## config.mk

```make
export PLATFORM = sky130hd
export DESIGN_NAME = rou_tx_stage
export DESIGN_NICKNAME = d
export VERILOG_FILES = /design/src/rtl/rou_pkg.sv /design/src/rtl/rou_req_fifo.sv /design/src/rtl/rou_tx_stage.sv
export SDC_FILE = /design/constraint.sdc
export NUM_CORES = 1
export LEC_CHECK = 0
export CORE_MARGIN = 3
export CORE_UTILIZATION = 25
export CTS_BUF_LIST = sky130_fd_sc_hd__clkbuf_4 sky130_fd_sc_hd__clkbuf_8
export CTS_CLUSTER_DIAMETER = 80
export DETAILED_ROUTE_END_ITERATION = 10
export GPL_ROUTABILITY_DRIVEN = 0
export SYNTH_ARGS = -nofsm -noshare
export SYNTH_HDL_FRONTEND = slang
export SYNTH_SLANG_ARGS = --single-unit
```

## constraint.sdc

```tcl
create_clock -name clk -period 17.7 [get_ports clk]
set_clock_uncertainty 0.2 [all_clocks]
set_input_delay 1.77 -clock clk [delete_from_list [all_inputs] [get_ports clk]]
set_output_delay 1.77 -clock clk [all_outputs]
set_load 0.1 [all_outputs]
```

## src/rtl/rou_pkg.sv

```systemverilog
// rou_pkg: shared roubus definitions used by the tx stage, the rx stage and the
// other roubus stages.
//   KIND_*      2-bit flit kind field values (KIND_EMPTY = bus empty)
//   ACK_*       3-bit downstream acknowledge codes
//   ERR_*       2-bit drop reasons reported on err_code
//   ROU_*_LSB   field offsets of the default-width flit {kind,cmd,addr,data}
//   rou_tx_state_e  tx stage FSM state encoding
package rou_pkg;

  localparam logic [1:0] KIND_EMPTY = 2'b00;
  localparam logic [1:0] KIND_WRITE = 2'b01;
  localparam logic [1:0] KIND_READ  = 2'b10;
  localparam logic [1:0] KIND_RESP  = 2'b11;

  localparam logic [2:0] ACK_NONE   = 3'b000;
  localparam logic [2:0] ACK_ACCEPT = 3'b001;
  localparam logic [2:0] ACK_RETRY  = 3'b010;
  localparam logic [2:0] ACK_ERROR  = 3'b100;

  localparam logic [1:0] ERR_NONE    = 2'b00;
  localparam logic [1:0] ERR_ACK     = 2'b01;
  localparam logic [1:0] ERR_RETRY   = 2'b10;
  localparam logic [1:0] ERR_TIMEOUT = 2'b11;

  localparam int ROU_DWID     = 128;
  localparam int ROU_AWID     = 32;
  localparam int ROU_CWID     = 8;
  localparam int ROU_DATA_LSB = 0;
  localparam int ROU_ADDR_LSB = ROU_DWID;
  localparam int ROU_CMD_LSB  = ROU_DWID + ROU_AWID;
  localparam int ROU_KIND_LSB = ROU_DWID + ROU_AWID + ROU_CWID;
  localparam int ROU_WID      = ROU_KIND_LSB + 2;

  typedef enum logic [1:0] {
    ST_IDLE    = 2'd0,
    ST_SEND    = 2'd1,
    ST_BACKOFF = 2'd2
  } rou_tx_state_e;

  // Every non-zero code other than ACCEPT/RETRY is treated as an error ack.
  function automatic logic is_err_ack(input logic [2:0] ack);
    return (ack != ACK_NONE) && (ack != ACK_ACCEPT) && (ack != ACK_RETRY);
  endfunction

endpackage

```

## src/rtl/rou_req_fifo.sv

```systemverilog
// rou_req_fifo: DEPTH x WID synchronous request FIFO for the roubus tx stage.
//   clk, rst_n  clock, synchronous active-low reset (pointers/count cleared)
//   push, wdata write side; ignored when full
//   pop         read side; ignored when empty
//   head        entry at the read pointer
//   head_next   entry behind the head, valid when count >= 2
//   count       number of stored entries (0..DEPTH)
module rou_req_fifo #(
  parameter int WID   = 170,
  parameter int DEPTH = 4
) (
  input  logic                   clk,
  input  logic                   rst_n,
  input  logic                   push,
  input  logic [WID-1:0]         wdata,
  input  logic                   pop,
  output logic [WID-1:0]         head,
  output logic [WID-1:0]         head_next,
  output logic [$clog2(DEPTH):0] count
);

  localparam int AW = $clog2(DEPTH);
  localparam int CW = AW + 1;

  logic [WID-1:0] mem_q [DEPTH];
  logic [AW-1:0]  wr_ptr_q, wr_ptr_d;
  logic [AW-1:0]  rd_ptr_q, rd_ptr_d;
  logic [CW-1:0]  count_q, count_d;
  logic           do_push, do_pop;

  assign do_push = push && (count_q < CW'(DEPTH));
  assign do_pop  = pop && (count_q != '0);

  // DEPTH is a power of two, so pointer wrap is the natural overflow.
  always_comb begin
    wr_ptr_d = wr_ptr_q + AW'(do_push);
    rd_ptr_d = rd_ptr_q + AW'(do_pop);
    count_d  = count_q + CW'(do_push) - CW'(do_pop);
  end

  always_ff @(posedge clk) begin
    if (!rst_n) begin
      wr_ptr_q <= '0;
      rd_ptr_q <= '0;
      count_q  <= '0;
    end else begin
      wr_ptr_q <= wr_ptr_d;
      rd_ptr_q <= rd_ptr_d;
      count_q  <= count_d;
    end
  end

  always_ff @(posedge clk) begin
    if (do_push) mem_q[wr_ptr_q] <= wdata;
  end

  assign head      = mem_q[rd_ptr_q];
  assign head_next = mem_q[rd_ptr_q + AW'(1)];
  assign count     = count_q;

endmodule

```

## src/rtl/rou_tx_stage.sv

```systemverilog
// rou_tx_stage: initiator-side roubus stage. Queues local requests, drives one
// flit {kind,cmd,addr,data} at a time on rou_out until it is acked, re-sends
// after a back-off on RETRY and reports completion or drop per flit.
//   clk, rst_n         clock, synchronous active-low reset
//   req_valid/ready    request handshake; kind 00 completes but is discarded
//   req_kind/cmd/addr/data  request fields
//   rou_out            registered flit, all-zero when the bus is empty
//   ack_out            downstream ack: 001 accept, 010 retry, other non-zero error
//   done_pulse         one cycle after the head flit is accepted
//   err_pulse/err_code one cycle after the head flit is dropped, with reason
//   busy               requests queued or a flit in flight
// Optional: define ROU_TX_TIMEOUT_EN to drop a flit after TIMEOUT SEND cycles
// without any ack (err_code 11). Without it SEND waits indefinitely.
//
// state      | meaning
// -----------+---------------------------------------------------------
// ST_IDLE    | bus empty, waiting for the FIFO to hold a request
// ST_SEND    | head flit on rou_out, waiting for ack
// ST_BACKOFF | bus empty after RETRY, counting down before resend
module rou_tx_stage
  import rou_pkg::*;
#(
  parameter int DWID      = 128,
  parameter int AWID      = 32,
  parameter int CWID      = 8,
  parameter int WID       = 2 + DWID + AWID + CWID,
  parameter int DEPTH     = 4,
  parameter int BACKOFF   = 4,
  parameter int MAX_RETRY = 3,
  parameter int TIMEOUT   = 256
) (
  input  logic            clk,
  input  logic            rst_n,
  input  logic            req_valid,
  output logic            req_ready,
  input  logic [1:0]      req_kind,
  input  logic [CWID-1:0] req_cmd,
  input  logic [AWID-1:0] req_addr,
  input  logic [DWID-1:0] req_data,
  output logic [WID-1:0]  rou_out,
  input  logic [2:0]      ack_out,
  output logic            done_pulse,
  output logic            err_pulse,
  output logic [1:0]      err_code,
  output logic            busy
);

  localparam int CW = $clog2(DEPTH) + 1;
  localparam int RW = $clog2(MAX_RETRY + 2);
  localparam int BW = $clog2(BACKOFF + 1);

  rou_tx_state_e  state_q, state_d;
  logic [WID-1:0] flit_q, flit_d;
  logic [RW-1:0]  retry_q, retry_d;
  logic [BW-1:0]  bo_q, bo_d;
  logic           done_q, done_d;
  logic           err_q, err_d;
  logic [1:0]     code_q, code_d;

  logic [WID-1:0] fifo_head, fifo_head_next;
  logic [CW-1:0]  fifo_count;
  logic           fifo_push, fifo_pop;

  logic in_send, ack_accept, ack_retry, ack_error, retry_left, tmo_hit;
  logic send_end, has_next, fifo_nonempty;

`ifdef ROU_TX_TIMEOUT_EN
  localparam int TW = $clog2(TIMEOUT + 1);
  logic [TW-1:0] tmo_q, tmo_d;
`else
  logic unused_timeout;
  assign unused_timeout = (TIMEOUT > 0);
`endif

  assign req_ready = rst_n && (fifo_count < CW'(DEPTH));
  assign fifo_push = req_valid && req_ready && (req_kind != KIND_EMPTY);

  rou_req_fifo #(
    .WID   (WID),
    .DEPTH (DEPTH)
  ) u_fifo (
    .clk       (clk),
    .rst_n     (rst_n),
    .push      (fifo_push),
    .wdata     ({req_kind, req_cmd, req_addr, req_data}),
    .pop       (fifo_pop),
    .head      (fifo_head),
    .head_next (fifo_head_next),
    .count     (fifo_count)
  );

  assign in_send       = (state_q == ST_SEND);
  assign ack_accept    = in_send && (ack_out == ACK_ACCEPT);
  assign ack_retry     = in_send && (ack_out == ACK_RETRY);
  assign ack_error     = in_send && is_err_ack(ack_out);
  assign retry_left    = (retry_q < RW'(MAX_RETRY));
  assign fifo_nonempty = (fifo_count != '0);
  // Next head is only taken from entries already stored; a same-edge push
  // into a one-entry FIFO waits for IDLE to load it.
  assign has_next      = (fifo_count > CW'(1));

`ifdef ROU_TX_TIMEOUT_EN
  assign tmo_hit = in_send && (ack_out == ACK_NONE) && (tmo_q == '0);
`else
  assign tmo_hit = 1'b0;
`endif

  // Head flit leaves the FIFO: accepted, error ack, retries spent or timeout.
  assign send_end = ack_accept || ack_error || (ack_retry && !retry_left) || tmo_hit;

  always_ff @(posedge clk) begin
    if (!rst_n) begin
      state_q <= ST_IDLE;
      flit_q  <= '0;
      retry_q <= '0;
      bo_q    <= '0;
      done_q  <= 1'b0;
      err_q   <= 1'b0;
      code_q  <= ERR_NONE;
`ifdef ROU_TX_TIMEOUT_EN
      tmo_q   <= '0;
`endif
    end else begin
      state_q <= state_d;
      flit_q  <= flit_d;
      retry_q <= retry_d;
      bo_q    <= bo_d;
      done_q  <= done_d;
      err_q   <= err_d;
      code_q  <= code_d;
`ifdef ROU_TX_TIMEOUT_EN
      tmo_q   <= tmo_d;
`endif
    end
  end

  always_comb begin
    state_d = state_q;
    case (state_q)
      ST_IDLE: begin
        if (fifo_nonempty) state_d = ST_SEND;
      end
      ST_SEND: begin
        if (send_end)       state_d = has_next ? ST_SEND : ST_IDLE;
        else if (ack_retry) state_d = ST_BACKOFF;
      end
      ST_BACKOFF: begin
        if (bo_q == '0) state_d = ST_SEND;
      end
      default: state_d = ST_IDLE;
    endcase
  end

  always_comb begin
    flit_d   = flit_q;
    retry_d  = retry_q;
    bo_d     = bo_q;
    done_d   = 1'b0;
    err_d    = 1'b0;
    code_d   = ERR_NONE;
    fifo_pop = 1'b0;
`ifdef ROU_TX_TIMEOUT_EN
    tmo_d    = tmo_q;
`endif
    case (state_q)
      ST_IDLE: begin
        if (fifo_nonempty) begin
          flit_d = fifo_head;
`ifdef ROU_TX_TIMEOUT_EN
          tmo_d  = TW'(TIMEOUT - 1);
`endif
        end else begin
          flit_d = '0;
        end
      end
      ST_SEND: begin
        if (send_end) begin
          fifo_pop = 1'b1;
          retry_d  = '0;
          if (ack_accept) begin
            done_d = 1'b1;
          end else begin
            err_d = 1'b1;
            if (ack_error)      code_d = ERR_ACK;
            else if (ack_retry) code_d = ERR_RETRY;
            else                code_d = ERR_TIMEOUT;
          end
          if (has_next) begin
            flit_d = fifo_head_next;
`ifdef ROU_TX_TIMEOUT_EN
            tmo_d  = TW'(TIMEOUT - 1);
`endif
          end else begin
            flit_d = '0;
          end
        end else if (ack_retry) begin
          retry_d = retry_q + RW'(1);
          flit_d  = '0;
          // Loaded with BACKOFF-1 so the bus stays empty exactly BACKOFF cycles.
          bo_d    = BW'(BACKOFF - 1);
        end else begin
`ifdef ROU_TX_TIMEOUT_EN
          tmo_d = tmo_q - TW'(1);
`endif
        end
      end
      ST_BACKOFF: begin
        if (bo_q == '0) begin
          flit_d = fifo_head;
`ifdef ROU_TX_TIMEOUT_EN
          tmo_d  = TW'(TIMEOUT - 1);
`endif
        end else begin
          bo_d = bo_q - BW'(1);
        end
      end
      default: flit_d = '0;
    endcase
  end

  assign rou_out    = flit_q;
  assign done_pulse = done_q;
  assign err_pulse  = err_q;
  assign err_code   = code_q;
  assign busy       = fifo_nonempty || (state_q != ST_IDLE);

endmodule

```

-- After elaboration in Yosys (flattened, before gate mapping)
Memory sizes are Yosys's and may differ from the RTL's. A register that Yosys moved wholly into a read port is not among the register bits.
Index checks and enable logic that the tools add are counted.
- $add $sub $neg: 7
- magnitude comparators: 3
- eq/ne operators: 12
- mux-type cells: 27
- bitwise logic cells: 3
- reductions and logical operators: 30
- operators by type and width (kind ; count):
    170-bit 2-to-1 mux ; 5
    170-bit one-hot mux with 3 select lines ; 1
    3-bit 2-to-1 mux ; 5
    1-bit logical AND ; 11
    2-bit 2-to-1 mux ; 5
    1-bit 2-to-1 mux ; 9
    2-bit inequality test, second input constant ; 4
    2-bit nonzero test ; 4
    3-bit by 1-bit inequality test with 1-bit output, second input constant ; 2
    2-bit one-hot mux with 3 select lines ; 1
    3-bit one-hot mux with 2 select lines ; 1
    3-bit AND reduction ; 2
    3-bit nonzero test ; 2
    5-bit OR reduction ; 1
    2-bit by 1-bit adder with 2-bit output ; 2
    2-bit AND reduction ; 2
    4-bit AND reduction ; 1
    4-bit OR reduction ; 1
    3-bit by 1-bit adder with 3-bit output ; 1
    3-bit by 1-bit adder with 3-bit output, second input constant ; 1
    3-bit by 1-bit equality test with 1-bit output, second input constant ; 1
    3-bit by 2-bit equality test with 1-bit output, second input constant ; 1
    3-bit by 1-bit greater-than comparator with 1-bit output, second input constant ; 1
    3-bit zero test ; 1
    13 further kinds ; 17
- bits in registers: 189
- bits in writable memories: 680
- bits of input ports: 176
- output and inout port bits: 176
- word-level logic and storage cells: 94
- memories: 1
- memories (memory ; depth ; width ; read ports ; clocked after memory_dff ; wr ports ; RTL line ; source):
    u_fifo.mem_q ; 4 ; 170 ; 2 ; 1 ; 1 ; rou_req_fifo.sv:25 ; logic [WID-1:0] mem_q [DEPTH];

-- Longest topological paths before layout
- depth after elaboration: 11
- depth in mapped cells: 11
- depth with buffers taken out: 9

-- Modules after synthesis
A second synthesis with hierarchy kept.
- cells, all modules: 1790
- area, all modules: 36169.7 um^2
- modules (own cells, without submodules) (module ; instances ; cells each ; area each (um^2) ; sequential area each (um^2)):
    rou_req_fifo ; 1 ; 1130 ; 29014.1 ; 20559.7
    rou_tx_stage ; 1 ; 660 ; 7155.6 ; 3643.5

-- Worst setup path after synthesis
OpenSTA, ideal clock, no wires.
- path type: in2reg
- start: input port rst_n
- end: memory u_fifo.mem_q[1][0] (enable)
- library setup time: 0.943 ns
- arrival: 16.103 ns
- required time: 16.557 ns
- path slack: 0.453 ns
- stages on the path: 5
- cell sequence: clkbuf_1 inv_2 nor2_1 o211ai_1 nor3b_1
- cells in the longest elaborated chain, start to end: 6
- RTL lines (what ; RTL line ; source):
    start, declared ; rou_tx_stage.sv:33 ; input logic rst_n,
    1-bit logical AND ; rou_tx_stage.sv:75 ; assign req_ready = rst_n && (fifo_count < CW'(DEPTH));
    net req_ready ; rou_tx_stage.sv:35 ; output logic req_ready,
    1-bit logical AND (2 in series) ; rou_tx_stage.sv:76 ; assign fifo_push = req_valid && req_ready && (req_kind != KIND_EMPTY);
    1-bit logical AND ; rou_req_fifo.sv:31 ; assign do_push = push && (count_q < CW'(DEPTH));
    1-bit 2-to-1 mux ; rou_req_fifo.sv:54 ; if (do_push) mem_q[wr_ptr_q] <= wdata;
    1-bit 2-to-1 mux (implied by the code) ; rou_req_fifo.sv:54 ;
    end, declared ; rou_req_fifo.sv:25 ;
The timed path passes the listed nets, and every way through them passes these cells.

-- Worst setup path in the final report
- start: input port rst_n
- end: output port req_ready
- cells in the longest elaborated chain, start to end: 1
- RTL lines (what ; RTL line):
    1-bit logical AND ; rou_tx_stage.sv:75
    end, declared ; rou_tx_stage.sv:35
No other way between the ends.

==> metrics.yaml <==
clkPwrFrac_pct: 31.8
cts_tree: "done"
root_buffer: "clkbuf_8"
finalSetupTns_ns: 0
seq_area_frac_synth_pct: 63.3
grt_pass1_vias: 23613
final_cells: 4687
cts_made_buffers: 156
syn_nets: 2367
critical-path-top-cell-by-count: "clkdlybuf4s50_1"
required_ns: 15.73
grt_use_total_pct: 12.3
layout-drive-gt1-share_pct: 29.5
drc: 0
syn_inst: 2181
final_antenna_net_count: 0
cts.sinks: 869
path_clk_slew_ns: 0.06
r2r-start: "u_fifo.rd_ptr_q[0]"
max_freq_ghz: 0.153
max_slew_margin_pct: 22.0
hold_viol_final: 0
seqCellArea_sq_um: 24200
min_from: "bo_q[1]"
pwr-share-comb_pct: 29.0
grt_max_degree: 122
die_x_microns: 397
leakage_nw: 13.9
intPower_w: 0.00397
hp-class: "flop to flop"
pwr-share-seq_pct: 39.3
hold_buffers: 0
path_class: "primary input to output port"
drtPass1Iterations: 5
drv_cap: 0
area.growth.synth_to_final_pct: 23.1
crit_path_end_kind: "output port"
io_buffer_count: 351
slowest_delay_ns: 1.18
slew_viol_final: 0
antenna_found_initial: 15
crit_path_start: "rst_n"
async_flop_share_pct: 0
crit_slowest_cell: "clkdlybuf4s50_1"
post-route-util_pct: 31.2
cts_setup_buffers: 0
fin_crit_ns: 6.53
cp.arrival_ns: 4.56
vdd_drop_max_mv: 0.132
synth_cell_types: 46
grt_first_pass_wirelength_mm: 148
multi_input_area_sq_um: 13000
cts_resized: 0
die_y_microns: 397
routedWlPerCell_microns: 21.0
via_per_inst: 4.85
io-pin-count: 352
layout.nets: 2713
htree_levels: 4
drtIter0Drc: 1279
period_share_pct: 36.9
worstSetupStartpointType: "primary input"
total_power_w: 0.00625
critPathMaxFanout: 79
crit_chain: "clkdlybuf4s50_1 > inv_6 > nor2_1 > clkdlybuf4s50_1"
synth_area_sq_um: 38300
status: "complete, no violations"
start_util_pct: 25.4
dieArea_sq_um: 158000
wl_mm: 98.6
setup_viol: 0
power_density_nw_per_um2: 133
vias: 22728
synth_edf_count: 680
yosysWarningCount: 0
fillers: 14622
grt-ovfl-total: 0
coreArea_sq_um: 151000
cts_buffer_depth: 3
ys_ff_latch: 869
insertion_delay_ns: 0.85
rsz0062_at_grt: "no"
rows: 142
dpl.cell_count: 4385
place_hpwl_mm: 57.6
yosys_most_used_dff: "edfxtp_1"
worst_pin_slew_ns: 1.17
swShare_pct: 36.5
syn-mean-instance-area_sq_um: 17.5
switchingPower_w: 0.00228
routing by layer:
layer	GRT usage [%]	vias to the layer above	routed length [microns]
met5	0	-	55
met4	4.40	8	2380
met3	3.48	168	6360
met2	21.4	610	50300
li1	-	9979	-
met1	14.5	11963	39500
worst max-delay path, delay by kind of cell:
family	cells	cell delay [ns]
buf+inv	3	2.47
simple gates	1	0.27
sequential cells by signal (all words and copies together) (netlist names):
name             cells
retry_q              3
u_fifo.mem_q       680
u_fifo.rd_ptr_q      2
u_fifo.wr_ptr_q      2
bo_q                 3
done_pulse           1
state_q              2
err_code             2
err_pulse            1
u_fifo.count         3
rou_out            170
per-stage QoR:
stage                     hold slack, ns  instance area (sq um)  setup slack [ns]
final                              0.297                  47100             11.17
after global routing               0.349                  47100             11.09
after CTS                          0.304                  47100             11.13
after detailed placement           0.295                  43700             10.86
after global placement             0.293                  43700             10.97
after floorplan                    0.263                  38300             0.453
layout by cell type, fill, tap and decap left out, types with 3 or more instances in the layout:
cell and n:
nand2_1 7, inv_1 8, clkinvlp_4 5, diode_2 11, clkbuf_8 183, xnor2_1 3
a211oi_2 15, clkinv_2 20, clkdlybuf4s50_1 348, inv_8 3, and2_1 4, nand3_1 174
a22oi_1 81, a211oi_1 155, mux4_2 340, bufinv_16 4, ha_1 9, dfxtp_1 187
inv_6 5, buf_4 47, clkinv_4 4, a22oi_2 90, nor2_1 10, a21oi_1 176
clkbuf_4 51, clkinv_1 13, edfxtp_1 680
cell type report:
type                            count  share of cell area [%]
Sequential cell                   869                    51.4
Tap cell                         2016                    5.36
Inverter                            9                  0.0824
Timing Repair Buffer              397                    8.23
Clock inverter                     57                    1.01
Clock buffer                      234                    6.16
Multi-Input combinational cell   1094                    27.7
Antenna cell                       11                  0.0585
logic make-up (layout without fill, tap and decap cells):
| kind of cell | after synthesis | count (layout) | synth area share [%] |
|---|---|---|---|
| mux | 341 | 341 | 20.0 |
| simple gates | 213 | 213 | 2.85 |
| xor+xnor | 4 | 4 | 0.0916 |
| flops | 869 | 869 | 63.3 |
| buf+inv | 218 | 697 | 2.81 |
| compound gates | 526 | 526 | 10.6 |
| other cells | 0 | 11 | 0 |
| fa+ha+maj | 10 | 10 | 0.347 |
final timing paths:
kind	to	slack, ns	cells past startpoint
max	req_ready	11.17	4
min	bo_q[1]	0.30	2
max reg2reg	rou_out[114]	13.10	6
min reg2reg	bo_q[1]	0.30	2
cells in the mapped netlist (2+ instances only):
| master | number | share of area, % |
|---|---|---|
| nor2_1 | 10 | 0.098 |
| a211oi_1 | 155 | 3.0 |
| edfxtp_1 | 680 | 53 |
| mux4_2 | 340 | 20 |
| a22oi_1 | 81 | 1.6 |
| and2_1 | 4 | 0.065 |
| buf_1 | 7 | 0.069 |
| nor3_1 | 2 | 0.026 |
| and3_1 | 3 | 0.049 |
| clkbuf_1 | 94 | 0.92 |
| inv_1 | 8 | 0.078 |
| nand2_1 | 7 | 0.069 |
| buf_4 | 18 | 0.35 |
| a21oi_1 | 176 | 2.3 |
| buf_6 | 12 | 0.35 |
| nor2b_1 | 2 | 0.033 |
| ha_1 | 9 | 0.29 |
| dfxtp_1 | 189 | 9.9 |
| buf_2 | 77 | 1.0 |
| xnor2_1 | 3 | 0.069 |
| nand3_1 | 174 | 2.3 |
| a22oi_2 | 90 | 2.9 |
| nand2b_1 | 2 | 0.033 |
| a211oi_2 | 15 | 0.49 |
| nor3b_1 | 2 | 0.039 |
power groups by stage:
| stage | logic, W | clock network (W) | registers, W |
|---|---|---|---|
| 4_1_cts | 0.00183 | 0.00206 | 0.00246 |
| 2_1_floorplan | 0.000752 | 0 | 0.00309 |
| 3_5_place_dp | 0.00183 | 0 | 0.00250 |
| 3_3_place_gp | 0.00182 | 0 | 0.00249 |
| 6_report | 0.00181 | 0.00199 | 0.00246 |
| 5_1_grt | 0.00190 | 0.00215 | 0.00247 |
Note: power is estimated with default switching activity, not from simulation.
